`src/rtl/mux4_rr_arbiter.sv`:
```
`default_nettype none
// ---------------------------------------------------------------------------
// mux4_rr_arbiter : round-robin arbiter sharing one 4:1 W-bit mux channel
// Rev 1.0
// ---------------------------------------------------------------------------
module mux4_rr_arbiter #(
  parameter int W        = 5,
  parameter int MAX_HOLD = 8
) (
  input  logic         clk,
  input  logic         rst,
  input  logic [3:0]   req,
  input  logic [W-1:0] I0,
  input  logic [W-1:0] I1,
  input  logic [W-1:0] I2,
  input  logic [W-1:0] I3,
  output logic [3:0]   gnt,
  output logic [1:0]   s,
  output logic [W-1:0] o,
  output logic         o_valid,
  output logic         expired
);

  typedef enum logic [0:0] {IDLE = 1'b0, GRANT = 1'b1} state_t;

  localparam logic [7:0] c_HOLD_LAST = 8'(MAX_HOLD - 1);

  state_t       r_state, w_state_nxt;
  logic [1:0]   r_ptr,   w_ptr_nxt;
  logic [7:0]   r_cnt,   w_cnt_nxt;
  logic [3:0]   r_gnt,   w_gnt_nxt;
  logic [1:0]   r_s,     w_s_nxt;
  logic [W-1:0] r_o,     w_o_nxt;
  logic         r_valid, w_valid_nxt;
  logic         r_exp,   w_exp_nxt;

  logic         w_any;
  logic [1:0]   w_win;
  logic [1:0]   w_scan;
  logic [1:0]   w_sel;
  logic [W-1:0] w_mux;

  // Scan from farthest to nearest offset so the nearest requester wins last
  always_comb begin
    w_any  = 1'b0;
    w_win  = r_ptr;
    w_scan = r_ptr;
    for (int j = 3; j >= 0; j--) begin
      w_scan = r_ptr + 2'(j);
      if (req[w_scan]) begin
        w_any = 1'b1;
        w_win = w_scan;
      end
    end
  end

  always_comb begin
    w_sel = (r_state == IDLE) ? w_win : r_s;
    case (w_sel)
      2'd0:    w_mux = I0;
      2'd1:    w_mux = I1;
      2'd2:    w_mux = I2;
      default: w_mux = I3;
    endcase
  end

  always_comb begin
    w_state_nxt = r_state;
    w_ptr_nxt   = r_ptr;
    w_cnt_nxt   = r_cnt;
    w_gnt_nxt   = r_gnt;
    w_s_nxt     = r_s;
    w_o_nxt     = r_o;
    w_valid_nxt = r_valid;
    w_exp_nxt   = 1'b0;
    case (r_state)
      IDLE: begin
        w_valid_nxt = 1'b0;
        if (w_any) begin
          w_gnt_nxt   = 4'b0001 << w_win;
          w_s_nxt     = w_win;
          w_o_nxt     = w_mux;
          w_valid_nxt = 1'b1;
          w_cnt_nxt   = 8'd0;
          w_state_nxt = GRANT;
        end
      end
      GRANT: begin
        if (!req[r_s] || (r_cnt >= c_HOLD_LAST)) begin
          w_gnt_nxt   = 4'b0000;
          w_valid_nxt = 1'b0;
          w_exp_nxt   = req[r_s];
          w_ptr_nxt   = r_s + 2'd1;
          w_state_nxt = IDLE;
        end else begin
          w_o_nxt   = w_mux;
          w_cnt_nxt = r_cnt + 8'd1;
        end
      end
      default: w_state_nxt = IDLE;
    endcase
  end

  always_ff @(posedge clk) begin
    if (rst) begin
      r_state <= IDLE;
      r_ptr   <= 2'd0;
      r_cnt   <= 8'd0;
      r_gnt   <= 4'b0000;
      r_s     <= 2'd0;
      r_o     <= '0;
      r_valid <= 1'b0;
      r_exp   <= 1'b0;
    end else begin
      r_state <= w_state_nxt;
      r_ptr   <= w_ptr_nxt;
      r_cnt   <= w_cnt_nxt;
      r_gnt   <= w_gnt_nxt;
      r_s     <= w_s_nxt;
      r_o     <= w_o_nxt;
      r_valid <= w_valid_nxt;
      r_exp   <= w_exp_nxt;
    end
  end

  assign gnt     = r_gnt;
  assign s       = r_s;
  assign o       = r_o;
  assign o_valid = r_valid;
  assign expired = r_exp;

endmodule
`default_nettype wire

```
`config.mk`:
```
export PLATFORM = sky130hd
export DESIGN_NAME = mux4_rr_arbiter
export DESIGN_NICKNAME = d
export VERILOG_FILES = /design/src/rtl/mux4_rr_arbiter.sv
export SDC_FILE = /design/constraint.sdc
export NUM_CORES = 1
export LEC_CHECK = 0
export CAP_MARGIN = 25
export CORE_ASPECT_RATIO = 0.5
export CORE_MARGIN = 2
export CORE_UTILIZATION = 37
export CTS_CLUSTER_SIZE = 40
export DETAILED_ROUTE_END_ITERATION = 6
export PLACE_DENSITY = 0.68
export SYNTH_ARGS = -nofsm -noshare
export SYNTH_HDL_FRONTEND = slang
export SYNTH_SLANG_ARGS = --single-unit
```
`constraint.sdc`:
```
create_clock -name clk -period 1.95 [get_ports clk]
set_input_delay 0.39 -clock clk [delete_from_list [all_inputs] [get_ports clk]]
set_output_delay 0.39 -clock clk [all_outputs]
set_load 0.02 [all_outputs]
```
# After elaboration in Yosys (flattened, before gate mapping)

Index checks and enable logic that the tools add are counted.

Flip-flop bits (word level): 24
Bits of input ports: 26
Output and inout port bits: 13
Word-level logic and storage cells: 69

Add/subtract/negate cells: 5
Order comparisons: 6
Equality and inequality tests: 5
Shift-type cells: 1
Muxes and demuxes: 34
Bitwise gates (word level): 2
Reductions and logical operators: 8

Operator list:

| cell                | count |
|---|---|
| $mux 8              | 2 |
| $pmux 8 s2          | 1 |
| $lt 2x3->1 const B  | 5 |
| $pmux 5 s3          | 1 |
| $mux 1              | 12 |
| $bmux 1 s2          | 5 |
| $mux 2              | 5 |
| $mux 5              | 2 |
| $pmux 5 s2          | 1 |
| $add 8x1->8 const B | 1 |
| $ge 8x3->1 const B  | 1 |
| $mux 4              | 2 |
| $pmux 4 s2          | 1 |
| $reduce_and 2->1    | 4 |
| $add 2x1->2 const B | 2 |
| $add 2x2->2 const B | 2 |
| $ne 2x2->1 const B  | 2 |
| $pmux 1 s2          | 2 |
| $shl 1x2->4 const A | 1 |
| $reduce_or 3->1     | 1 |
| $eq 2x1->1 const B  | 1 |
| $eq 2x2->1 const B  | 1 |
| $logic_not 2->1     | 1 |
| $ne 2x1->1 const B  | 1 |
| other kinds (3)     | 4 |

# Depth between registers and ports, before layout

Gate-level depths: netlist (run 1).

Word-level depth: 12
Gate-level depth with buffers: 8
Mapped depth without buffers: 7

# Worst setup path after synthesis (run 1)

Ideal clock, no wire load.

Path kind: reg2reg
Start: register r_s[0] (netlist: s[0])
End: register r_cnt[5]
Library setup time: 0.121 ns
Arrival time: 1.973 ns
Data required time: 1.829 ns
Slack: -0.144 ns
Cell stages (with the launch flop): 9
Path buffers: 2
Clock period less this slack: 2.094 ns
Cell sequence: dfxtp_1 > buf_6 > mux4_2 > and4_4 > buf_6 > nor2_4 > and3b_1 > a41oi_1 > nor2_1

Word-level cells in the longest chain between the ends: 6

Ends and longest elaborated chain:

| element                           | RTL line | source |
|---|---|---|
| from (decl)                       | 32       | `logic [1:0] r_s, w_s_nxt;` |
| from (signal assigned)            | 119      | `r_s <= w_s_nxt;` |
| $bmux 1 s2                        | 89       | `if (!req[r_s] \|\| (r_cnt >= c_HOLD_LAST)) begin` |
| $mux 1 (not written as such)      | 89       |  |
| $logic_not 1->1                   | 89       |  |
| $logic_or 1x1->1                  | 89       |  |
| $ne 2x2->1 (no source line)       | -        |  |
| $reduce_and 2->1 (no source line) | -        |  |
| to (signal assigned)              | 117      | `r_cnt <= w_cnt_nxt;` |
| to (decl)                         | 30       | `logic [7:0] r_cnt, w_cnt_nxt;` |

Every way passes these cells. The select of a mux whose other input is x is not followed.
A chain may end at the register's enable or synchronous reset.

# Final worst setup path (run 1)

Start: register r_ptr[1]
End: register r_o[2] (netlist: o[2])

Word-level cells in the longest chain between the ends: 12
Elaborated cells on any way between the ends: 29
Classes of those cells: add/sub (3); eq/ne (3); mux (21); reduce/logical (2)

Ends and longest elaborated chain:

| element                            | RTL line | source |
|---|---|---|
| from (decl)                        | 29       | `logic [1:0] r_ptr, w_ptr_nxt;` |
| from (signal assigned)             | 116      | `r_ptr <= w_ptr_nxt;` |
| $add 2x2->2                        | 49       | `w_scan = r_ptr + 2'(j);` |
| $bmux 1 s2                         | 50       | `if (req[w_scan]) begin` |
| $mux 1 (not written as such)       | 50       |  |
| $mux 2 (4 in a row)                | 50       |  |
| $mux 2                             | 58       | `w_sel = (r_state == IDLE) ? w_win : r_s;` |
| $eq 2x2->1 (tied with other cells) | 59       | `case (w_sel)` |
| $pmux 5 s3                         | 59       |  |
| $mux 5 (on tied branches)          | 89, 79   |  |
| $pmux 5 s2                         | 76       | `case (r_state)` |
| to (signal assigned)               | 120      | `r_o <= w_o_nxt;` |
| to (decl)                          | 33       | `logic [W-1:0] r_o, w_o_nxt;` |

Parallel ways exist; a longest one is shown, timed or not. The select of a mux whose other input is x is not followed.

==> results of run 1 <==
critical path, delay by kind of cell, from the launching register on:
| kind | cells | cell delay [ps] |
|---|---|---|
| AO/OA/AOI/OAI | 5 | 1110 |
| buffers and inverters | 1 | 160 |
| flip-flops | 1 | 480 |
state kept, by name, summed over array words and instances, names as in the netlist:
signal,flops
r_state,1
s,2
r_ptr,2
gnt,4
r_cnt,8
o,5
expired,1
o_valid,1
what timing repair did:
item	in CTS	in global routing
setup buffers	2	0
pin swaps	1	0
cloned	1	0
endpoints found under the setup margin	9	5
gates resized for setup	10	2
hold buffers	0	0
path summary, 6_finish.rpt:
path,from,to,cells after the start
setup / recovery,r_ptr[1]$_SDFFE_PP0P_,o[2]$_SDFFE_PP0P_,6
hold / removal,o_valid$_SDFFE_PP0P_,o_valid$_SDFFE_PP0P_,1
setup reg to reg,r_ptr[1]$_SDFFE_PP0P_,o[2]$_SDFFE_PP0P_,6
hold reg to reg,o_valid$_SDFFE_PP0P_,o_valid$_SDFFE_PP0P_,1
power by group:
part	internal, mW	total (mW)	switching [mW]
registers	0.525	0.556	0.0304
clock network	0.146	0.311	0.164
logic	0.229	0.433	0.205
final cells by class:
type                    count  share of cell area
clock buffers               4              0.0230
well taps                  51              0.0325
multi-input cells         121               0.414
repair buffers             61               0.280
inverters                   2             0.00383
flip-flops and latches     24               0.247
cells by family after synthesis:
kind of cell | count (synthesis) | share of synthesized area
AO/OA/AOI/OAI | 62 | 0.342
XOR/XNOR | 2 | 0.0135
adder cells (fa/ha/maj) | 1 | 0.00962
buffers and inverters | 10 | 0.0414
flip-flops | 24 | 0.370
multiplexers | 2 | 0.0250
AND/OR/NAND/NOR | 53 | 0.199
per-layer routing:
metal,global-route usage,share of wire,up-vias
li1,-,-,705
met1,0.252,0.47,665
met2,0.350,0.49,36
met3,0.0471,0.037,3
met4,0.0523,0.0037,0
met5,0,0,-
cells in the mapped netlist, drive strengths merged, types with 2 or more instances:
cell type,n
a211oi,6
a22o,5
a41oi,2
nand2,11
o21ai,3
a211o,6
a32o,5
a31oi,3
clkbuf,4
nor2,23
and4,2
nand3,5
a21oi,21
nor3,3
xnor2,2
dfxtp,24
buf,4
o2bb2ai,5
nor2b,3
==> out/metrics.cfg, run 1 <==
[global_route]
antenna_found_initial=0
grt_first_pass_wirelength_mm=6.02
grt.overflow.total=0
grt_usage=0.200
grt_max_degree=15
grt_pass1_vias=1261

[yosys]
synthArstFlopShare=0
synthDistinctLibCells=41
ys_ff_latch=24
synth-edff-count=0
synth_top_area_frac=0.370
synth_area_leaders=dfxtp_1 (37%), a21oi_1 (8.1%), nor2_1 (6.4%)
synth_ff_type=dfxtp_1
syn-cell-area_um2=1300
yosysWarningCount=0
ys_seq_area_frac=0.370
synth_top_area_cell=dfxtp_1
syn_inst=154
syn_area_per_cell_um2=8.44
syn_nets=181

[layout]
final_cell_mix=clkdlybuf4s50_1 (34), dfxtp_1 (23), buf_4 (23)
ff_latch_area_um2=484
multiInputGateArea_um2=812
layout_commonest_cell=clkdlybuf4s50_1
utilization=0.578
n_antenna_cell=0
fillers=298
final_cells=263
final_cell_area_um2=1960
final_nets=240
drive_above_1_share=0.184
areaGrowthSynthToFinish_pct=50.9

[placed_design]
postPlaceCellArea_um2=1880
dp.cells=256
portBuffers=38
routabilityCongestion=0.910
pre_cts_ws_ps=-534
hpwl_mm=2.80

[clocking]
clk_latency_ps=270
cts.sinks=24
cts_tree=done
cts-root-buf=clkbuf_8
path_clk_slew_ps=90
cts_buffers=3
cts_max_level=1
cts_max_path_buffers=2

[job]
drv_cap=0

[die]
initial_core_util=0.383
design.die.area_um2=4030
pin_count=39
core-area_um2=3400
die_h_um=45.9
row_count=15
die_w_um=87.8

[timing]
rsz0062_at_grt=false
fin_hold_ws_ps=471
drv_slew=0
period_minus_slack_ps=1860
hold_viol_final=0
maxSlewHeadroom=0.715
timing.final.ws_setup_ps=94.9
setup_viol=0
clock.fmax_ghz=0.539
fin_setup_tns_ps=0
final.setup_skew_ps=4.86
fin_crit_sh=0.951
worst-slew-pin-transition_ps=428

[route]
ant_nets=0
wire_per_inst_um=14.5
drc_errors=0
wl_mm=3.80
via_per_inst=5.36
vias=1409
drt_iter0_markers=67
first_pass_iters=6

[critical_path]
cp.required_ps=2120
cp_slowest_cell=dfxtp_1
path_cells=o31ai_2 -> o31a_2 -> buf_4 -> a211oi_1 -> o2bb2ai_1 -> a32o_1
path_class=register to register
cp_max_fo=7
r2r_slack_ps=90
critPathArrivalTime_ps=2030
endpoint_kind=register
max_stage_delay_ps=480
start_kind=register

[power_and_ir_drop]
total_leakage_power_nw=0.748
total_power_mw=1.30
vdd_ir_drop_max_mv=0.282
powerDensity_nw_per_um2=663

[run_status]
status=finished clean

[worst_hold_path]
hp-class=register to register

Power figures use the tool's default switching activity.
==> inputs of run 2 (changes only) <==
--- a/config.mk
+++ b/config.mk
@@ -11,6 +11,7 @@
 export CORE_UTILIZATION = 37
 export CTS_CLUSTER_SIZE = 40
 export DETAILED_ROUTE_END_ITERATION = 6
+export GPL_TIMING_DRIVEN = 0
 export PLACE_DENSITY = 0.68
 export SYNTH_ARGS = -nofsm -noshare
 export SYNTH_HDL_FRONTEND = slang
==> run 2 against run 1 <==
Against the previous run:
- first-iteration DRC count shrank 16%
- critical path depth grew 1
- critical path type unchanged
- largest power group unchanged
- power shrank 0.74%
- critical endpoint is now r_cnt[4]$_SDFFE_PP0P_
==> out/metrics.cfg, run 2 (synthesized netlist as in run 1, its figures left out) <==
[critical_path]
max_stage_delay_ps=520  ; +40 ps
path_class=register to register
worstRegToRegCells=7  ; +1
critPathArrivalTime_ps=2050  ; +20 ps
path_cells=mux4_2 -> and4_4 -> buf_6 -> nor2_4 -> and3b_2 -> a21oi_1 -> nor2_1
cp_max_fo=6  ; -1
cp_num_buf_inv=1  ; unchanged
start_kind=register
r2r_slack_ps=60  ; -40 ps
crit_family=simple AND/OR/NAND/NOR gates
cp.required_ps=2100  ; -20 ps
endpoint_kind=register
r2r_start=s[0]$_SDFFE_PP0P_
cp_slowest_cell=mux4_2
reg2reg_to=r_cnt[4]$_SDFFE_PP0P_

[placed_design]
hpwl_mm=2.56  ; -8.6%
dp.cells=243  ; -5.1%
routabilityCongestion=0.837  ; -7.9%
portBuffers=38  ; unchanged

[global_route]
grt_usage=0.178  ; -0.0212
grt_max_degree=14  ; -1
grt_pass1_vias=1214  ; -3.7%
antenna_found_initial=0  ; unchanged
grt_first_pass_wirelength_mm=5.46  ; -9.4%
grt.overflow.total=0  ; unchanged

[clocking]
cts_max_level=1  ; unchanged
clk_latency_ps=260  ; about the same
cts_tree=done
cts-root-buf=clkbuf_8
cts_max_path_buffers=2  ; unchanged
path_clk_slew_ps=80  ; about the same
hold_buffers=0  ; unchanged
cts.sinks=24  ; unchanged
cts_buffers=3  ; unchanged

[layout]
layout_commonest_cell=clkdlybuf4s50_1
final_cells=250  ; -4.9%
n_antenna_cell=0  ; unchanged
final_cell_mix=clkdlybuf4s50_1 (34), dfxtp_1 (22), nor2_1 (21), a21oi_1 (21), nand2_1 (11)
fillers=320  ; +7.4%
largest_reg_flops=8  ; unchanged
final_nets=227  ; -5.4%
drive_above_1_share=0.151  ; -0.0332
regMostFlops=r_cnt
areaGrowthSynthToFinish_pct=44.0

[power_and_ir_drop]
total_power_mw=1.29  ; -0.74%
total_leakage_power_nw=0.672  ; -10%
vdd_ir_drop_max_mv=0.303  ; +7.5%
powerDensity_nw_per_um2=689  ; +4.0%

[die]
core-area_um2=3400  ; unchanged
initial_core_util=0.383  ; unchanged
row_count=15  ; unchanged
design.die.area_um2=4030  ; unchanged
die_w_um=87.8  ; unchanged
die_h_um=45.9  ; unchanged
pin_count=39  ; unchanged

[route]
drt_iter0_markers=56  ; -16%
wire_per_inst_um=13.9  ; -3.9%
via_per_inst=5.45  ; +1.7%
ant_nets=0  ; unchanged
drc_errors=0  ; unchanged
wl_mm=3.47  ; -8.7%
first_pass_iters=4  ; -2
vias=1362  ; -3.3%

[run_status]
status=finished clean

[timing]
setup_viol=0  ; unchanged
fin_setup_tns_ps=0  ; unchanged
final.setup_skew_ps=1.48  ; -3.38 ps
fin_crit_sh=0.970  ; +0.0182
worst-slew-pin-transition_ps=550  ; +122 ps
maxSlewHeadroom=0.633  ; -0.0812
period_minus_slack_ps=1890  ; +35.5 ps
clock.fmax_ghz=0.529  ; -1.9%
hold_viol_final=0  ; unchanged
drv_slew=0  ; unchanged

[worst_hold_path]
hp-class=register to register
min_to=gnt[0]$_SDFFE_PP0P_
hold_start=gnt[0]$_SDFFE_PP0P_
min_path_cells=2  ; +1

[job]
drv_cap=0  ; unchanged

==> run 2: worst register-to-register path, stage by stage (launching register included) <==
cell and delay [ps]:
dfxtp_4 360, mux4_2 520, and4_4 190, buf_6 130, nor2_4 150, and3b_2 260
a21oi_1 150, nor2_1 50
==> run 2: power by group <==
group | switching (mW) | internal, mW
Sequential | 0.0259 | 0.524
Clock | 0.154 | 0.180
Combinational | 0.205 | 0.201
==> run 2: layout make-up <==
cell class	count	area [um2]	share of cell area
clock buffers	4	55.1	0.0294
well taps	51	63.8	0.0341
repair buffers	43	408	0.218
plain buffers	6	35.0	0.0187
inverters	2	7.51	0.00401
multi-input cells	120	815	0.435
flip-flops and latches	24	488	0.261
==> run 2: repair_timing <==
item	4_1_cts	5_1_grt
gates resized for setup	8	15
pin swaps	1	7
setup buffers	2	3
setup endpoints to repair	16	18
==> run 2: layer usage <==
metal | vias up | wire, um | track usage
met5 | - | 0 | 0
met4 | 0 | 19 | 0.0277
met3 | 2 | 106 | 0.0380
met2 | 29 | 1620 | 0.306
met1 | 659 | 1730 | 0.239
li1 | 672 | - | -
==> run 2: how the worst max path moves through the flow <==
stage / from / cells past startpoint / endpoint / slack (ps)
after floorplan: s[0]$_SDFFE_PP0P_ / 8 / r_cnt[4]$_SDFFE_PP0P_ / 20
after global placement: req[3] / 9 / o[2]$_SDFFE_PP0P_ / -580
after detailed placement: req[3] / 9 / o[3]$_SDFFE_PP0P_ / -590
after CTS: req[3] / 8 / r_cnt[4]$_SDFFE_PP0P_ / 20
after global routing: r_ptr[1]$_SDFFE_PP0P_ / 7 / o[4]$_SDFFE_PP0P_ / -2
final: s[0]$_SDFFE_PP0P_ / 7 / r_cnt[4]$_SDFFE_PP0P_ / 60
==> run 2: through the flow <==
stage / utilization / hold slack, ps / area [um2] / setup slack, ps
floorplan: - / 466 / 1320 / 17.4
global placement: 0.519 / 453 / 1760 / -576
detailed placement: 0.519 / 458 / 1760 / -593
CTS: 0.537 / 474 / 1820 / 15.2
global route: 0.551 / 494 / 1870 / -2.09
finish: 0.551 / 474 / 1870 / 59.4
==> variant 1, RTL diff (config.mk and constraints of run 1) <==
The parameter `W` goes from 5 to 10.
--- a/src/rtl/mux4_rr_arbiter.sv
+++ b/src/rtl/mux4_rr_arbiter.sv
@@ -4,7 +4,7 @@
 // Rev 1.0
 // ---------------------------------------------------------------------------
 module mux4_rr_arbiter #(
-  parameter int W        = 5,
+  parameter int W        = 10,
   parameter int MAX_HOLD = 8
 ) (
   input  logic         clk,
Ports: changed (5 resized); port bits go from 39 to 64. The function was not compared with the original's and may differ.
==> variant 1 against run 1 <==
Routed wire length grew 46%; design area rose by 46%; critical path depth increased by 2; sequential share of layout area fell by 4.2 points; synthesized area increased by 28%; sequential cell count is 5 higher; worst setup slack worse by 0.040 ns; sequential power grew 23%; clock power up 140%; die area increased by 26%; power increased by 64%; critical endpoint is now o[4]; largest power group is now the clock network.
==> variant 1: results (changes against run 1) <==
- The run finished with clean final reports.
- The post-synth net total was 248 (+37%).
- The routed wire length is 5530 um (+46%).
- The iteration-0 DRC count of the detailed router is 80 (+19%).
- The worst setup slack for register-to-register paths is 0.06 ns (-0.04 ns).
- The clock insertion delay at the later pin of the skew report is 0.28 ns.
- The met3 track utilization from global routing was 4.65% (-0.059 points).
- The detailed-routing iteration count for the pre-antenna-repair pass came to 4 (-2).
- The count of yosys warnings during synthesis is 0 (unchanged).
- The final HPWL from detailed placement is 3760 um (+34%).
- The initial antenna violation count came to 0 (unchanged).
- The met2 routing resource usage after global routing is 35.9% (+0.92 points).
- The met1 routing resource usage after global routing is 28.8% (+3.6 points).
- The register area share after synthesis came to 34.9% (-2.0 points).
- The leakage dissipation is 1.11 nW (+49%).
- The placed cell count is 341 (+33%).
- The flip-flop count of the largest register after layout is 10 (+2).
- The quantity of I/O buffers inserted on ports came to 63 (+66%).
- The H-tree depth is 2 (+1).
- The global-route wire length before repair came to 8780 um (+46%).
- The post-synthesis average cell area is 8.27 um^2 (-2.1%).
- The all-layer global routing usage came to 22.0% (+2.1 points).
- The filler cell count in the final layout is 361 (+21%).
- The proportion of synthesized flip-flops having asynchronous set or reset is 0% (unchanged).
- The number of global-route vias before repair is 1848 (+47%).
- By area the synthesized netlist is led by sky130_fd_sc_hd__dfxtp_1 35%, sky130_fd_sc_hd__a21oi_1 9.3%, sky130_fd_sc_hd__o31ai_2 6.8%.
- The cell area after placement was 2570 um^2 (+37%).
- The final-layout worst hold slack was 0.463 ns (-0.00790 ns).
- The total inserted antenna cells is 0 (unchanged).
- The routability-driven placement congestion ratio is 0.835 (-8.2%).
- The via density per instance came to 5.46 (+1.8%).
- The deepest clock path buffer count is 2 (unchanged).
- The critical path data arrival time is 2.06 ns (+0.03 ns).
- The clock slew at the register clock pins of the worst setup and hold paths is 0.07 ns (-0.02 ns).
- The maximum vdd drop is 0.432 mV (+53%).
- The total clock buffers created by CTS is 5 (+2).
- The worst setup slack before clock tree synthesis is -0.468 ns (+0.0660 ns).
- The path class of the tightest hold or removal check is reg -> reg.
- The fraction of final layout cells with drive strength greater than 1 was 25.4% (+7.0 points).
- The average wire per cell in the routed design came to 15.5 um (+7.5%).
- The post-layout net count came to 345 (+44%).
- The worst clock skew on the final layout came to 0.00497 ns (+0.000106 ns).
- The distinct cell type count after synthesis is 47 (+15%).
- The slew at the pin closest to its max-slew limit was 0.426 ns (-0.00157 ns).
- The most used flip-flop cell after synthesis is sky130_fd_sc_hd__dfxtp_1.
- The leftover overflow at the end of global routing was 0 (unchanged).
- The share of the clock period used by the worst path after layout was 97.2% (+2.0 points).
- The clock root buffer is sky130_fd_sc_hd__clkbuf_8.
- By count the netlist is led by 31 x sky130_fd_sc_hd__a21oi_1, 29 x sky130_fd_sc_hd__dfxtp_1, 15 x sky130_fd_sc_hd__nand2_1.
- The largest net degree at the start of global routing is 12 (-3).
- The largest fanout on the critical path is 6 (-1).
- The fraction of power spent switching nets is 28.4% (-2.3 points).
==> variant 1: power by group through the flow <==
| stage | registers, mW | logic (mW) | clock network [mW] |
|---|---|---|---|
| after floorplan | 0.740 | 0.274 | 0 |
| after global placement | 0.693 | 0.623 | 0 |
| after detailed placement | 0.694 | 0.631 | 0 |
| after CTS | 0.682 | 0.669 | 0.760 |
| after global routing | 0.690 | 0.741 | 0.786 |
| final | 0.684 | 0.694 | 0.758 |
==> variant 1: final timing paths <==
check | cells after the start | end | from
min reg2reg | 2 | o[6] | o[6]
max | 8 | o[4] | s[0]
min | 2 | o[6] | o[6]
max reg2reg | 8 | o[4] | s[0]
==> variant 1: kinds of logic (layout without fill, tap and decap cells) <==
| family | Yosys count | after routing | synth area share [%] |
|---|---|---|---|
| flops | 29 | 29 | 34.9 |
| mux | 3 | 3 | 2.56 |
| buf+inv | 14 | 112 | 4.29 |
| compound gates | 80 | 80 | 33.1 |
| fa+ha+maj | 1 | 1 | 0.753 |
| simple gates | 74 | 74 | 24.3 |
==> variant 1: repair_timing <==
action                     in CTS  in global routing
gates resized for setup        12                 11
setup endpoints to repair      10                 10
cloned                          1                  1
setup buffers                   4                  1
hold buffers                    0                  0
pin swaps                       2                  5
==> variant 1: layer usage <==
metal  share of wire (%)  routed length (um)
met1                  45                2510
met3                 6.8                 374
met2                  47                2590
met5                   0                   0
met4                 1.0                  58
==> variant 1: area by class of cell <==
class	count	area [um^2]	share of cell area [%]
Multi-Input combinational cell	158	1060	37.3
Timing Repair Buffer	102	993	34.8
Sequential cell	29	584	20.5
Tap cell	57	71.3	2.50
Clock buffer	5	68.8	2.41
Clock inverter	3	65.1	2.28
Inverter	2	7.51	0.263
==> variant 1: critical path: stages (launching register included) <==
cell and delay, ns:
sky130_fd_sc_hd__dfxtp_2 0.36, sky130_fd_sc_hd__mux4_2 0.55, sky130_fd_sc_hd__and4_4 0.23, sky130_fd_sc_hd__buf_6 0.12, sky130_fd_sc_hd__nor2_4 0.10, sky130_fd_sc_hd__nor2_4 0.07
sky130_fd_sc_hd__buf_12 0.14, sky130_fd_sc_hd__o21ai_0 0.10, sky130_fd_sc_hd__o31ai_2 0.11
==> variant 2, RTL diff (flow settings as in run 1) <==
Without the edit above. `r_o` no longer has a reset.
--- a/src/rtl/mux4_rr_arbiter.sv
+++ b/src/rtl/mux4_rr_arbiter.sv
@@ -108,7 +108,6 @@
       r_cnt   <= 8'd0;
       r_gnt   <= 4'b0000;
       r_s     <= 2'd0;
-      r_o     <= '0;
       r_valid <= 1'b0;
       r_exp   <= 1'b0;
     end else begin
@@ -117,10 +116,13 @@
       r_cnt   <= w_cnt_nxt;
       r_gnt   <= w_gnt_nxt;
       r_s     <= w_s_nxt;
-      r_o     <= w_o_nxt;
       r_valid <= w_valid_nxt;
       r_exp   <= w_exp_nxt;
     end
+  end
+
+  always_ff @(posedge clk) begin
+    r_o <= w_o_nxt;
   end
 
   assign gnt     = r_gnt;
Function: changed (Yosys sat finds a counterexample within 4 cycles, from zero or initial values and one cycle with rst high).
==> variant 2 against run 1 <==
Clock power rose by 25%; sequential cell count did not move; synthesized cell count fell by 21%; critical path type unchanged; routed wire length fell by 21%; worst setup slack got worse by 0.048 ns; final cell count fell by 16%; highest routed layer unchanged; global-route usage fell by 2.9 points; design area fell by 4.7%; synthesized area fell by 8.4%; power rose by 8.1%.
==> variant 2: results (changes against run 1) <==
- The run finished with clean final reports.
- The met2 routing resource usage after global routing is 31.0% (-4.0 points).
- The slowest stage of the critical path belongs to the cell sky130_fd_sc_hd__or3_1.
- The post-layout net count came to 209 (-13%).
- The delay contributed by the slowest stage of the critical path came to 0.37 ns (-0.11 ns).
- The global-route wire length before repair is 4940 um (-18%).
- The buffering overhead is 31.1% (+3.1 points).
- The number of gates resized after cts is 7 (-3).
- The number of sequential storage elements is 24 (unchanged).
- The register area is 531 um^2 (+9.6%).
- Following the worst setup path forward leads to its endpoint at o[4].
- The worst setup slack before clock tree synthesis was -0.434 ns (+0.0997 ns).
- The met1 routing resource usage after global routing is 20.4% (-4.8 points).
- The register area share after synthesis is 44.5% (+7.6 points).
- The cell area after placement was 1760 um^2 (-6.3%).
- The met3 track utilization from global routing was 5.41% (+0.70 points).
- The routed length on met1 is 1340 um (-26%).
- By area the synthesized netlist is led by sky130_fd_sc_hd__dfxtp_1 32%, sky130_fd_sc_hd__edfxtp_1 13%, sky130_fd_sc_hd__mux2i_1 13%.
- The final HPWL from detailed placement is 2300 um (-18%).
- The worst clock skew on the final layout is 0.00260 ns (-0.00226 ns).
- The total length of routed met3 wires is 128 um (-7.9%).
- The worst setup slack for register-to-register paths was 0.05 ns (-0.05 ns).
- The slew at the pin closest to its max-slew limit is 0.340 ns (-0.0882 ns).
- Sorting the synthesized cells by how often they occur yields 19 x sky130_fd_sc_hd__dfxtp_1, 15 x sky130_fd_sc_hd__mux2i_1, 13 x sky130_fd_sc_hd__a21oi_1.
- The number of standard cells after synthesis is 121 (-21%).
- The number of synthesized flops with an enable pin came to 5 (+5).
- The routability-driven placement congestion ratio is 0.809 (-11%).
- The routed wire length is 2990 um (-21%).
- The leakage dissipation is 0.773 nW (+3.3%).
- The multi-input gate count is 89 (-26%).
- The final-layout worst hold slack is 0.466 ns (-0.00444 ns).
- The distinct cell type count after synthesis is 32 (-22%).
- The maximum vdd drop is 0.384 mV (+36%).
- The critical path data arrival time is 1.93 ns (-0.10 ns).
- The area fraction of clock buffers and clock inverters is 3.55% (+1.2 points).
- The final period demand of the worst path was 1.90 ns (+0.0480 ns).
- For hold timing, the worst endpoint is r_cnt[4].
- The post-synthesis average cell area is 9.84 um^2 (+17%).
- The routed length on met2 came to 1520 um (-18%).
- The cell family contributing the most delay on the critical path is simple AND/OR/NAND/NOR gates.
- The fraction of final layout cells with drive strength greater than 1 is 19.9% (+1.5 points).
- The via density per instance is 5.07 (-5.4%).
- The proportion of cell area occupied by registers is 28.4% (+3.7 points).
- The post-synth net total is 148 (-18%).
- The detailed-routing iteration count for the pre-antenna-repair pass is 4 (-2).
- The area of combinational cells with multiple inputs is 631 um^2 (-22%).
- The total vias in the final route is 1120 (-21%).
- The filler cell count in the final layout came to 251 (-16%).
- The origin of the worst min-delay path is r_cnt[4].
- The net load switching power is 382 uW (-4.3%).
variant 2: logic make-up (layout without fill, tap and decap cells):
| group | Yosys count | in the layout | share of synthesized area [%] |
|---|---|---|---|
| adders and majority gates | 1 | 1 | 1.05 |
| and+or+nand+nor | 47 | 47 | 20.9 |
| muxes | 16 | 16 | 14.5 |
| xor gates and xnor gates | 1 | 1 | 0.735 |
| buffers and inverters | 8 | 68 | 3.15 |
| DFF | 24 | 24 | 44.5 |
| AOI/OAI and AO/OA | 24 | 24 | 15.1 |
variant 2: power by group through the flow:
| stage | sequential (mW) | clock [mW] | combinational [mW] |
|---|---|---|---|
| after floorplan | 0.632 | 0 | 0.166 |
| after global placement | 0.586 | 0 | 0.408 |
| after detailed placement | 0.587 | 0 | 0.417 |
| after CTS | 0.576 | 0.398 | 0.452 |
| after global routing | 0.582 | 0.423 | 0.471 |
| final | 0.575 | 0.389 | 0.440 |
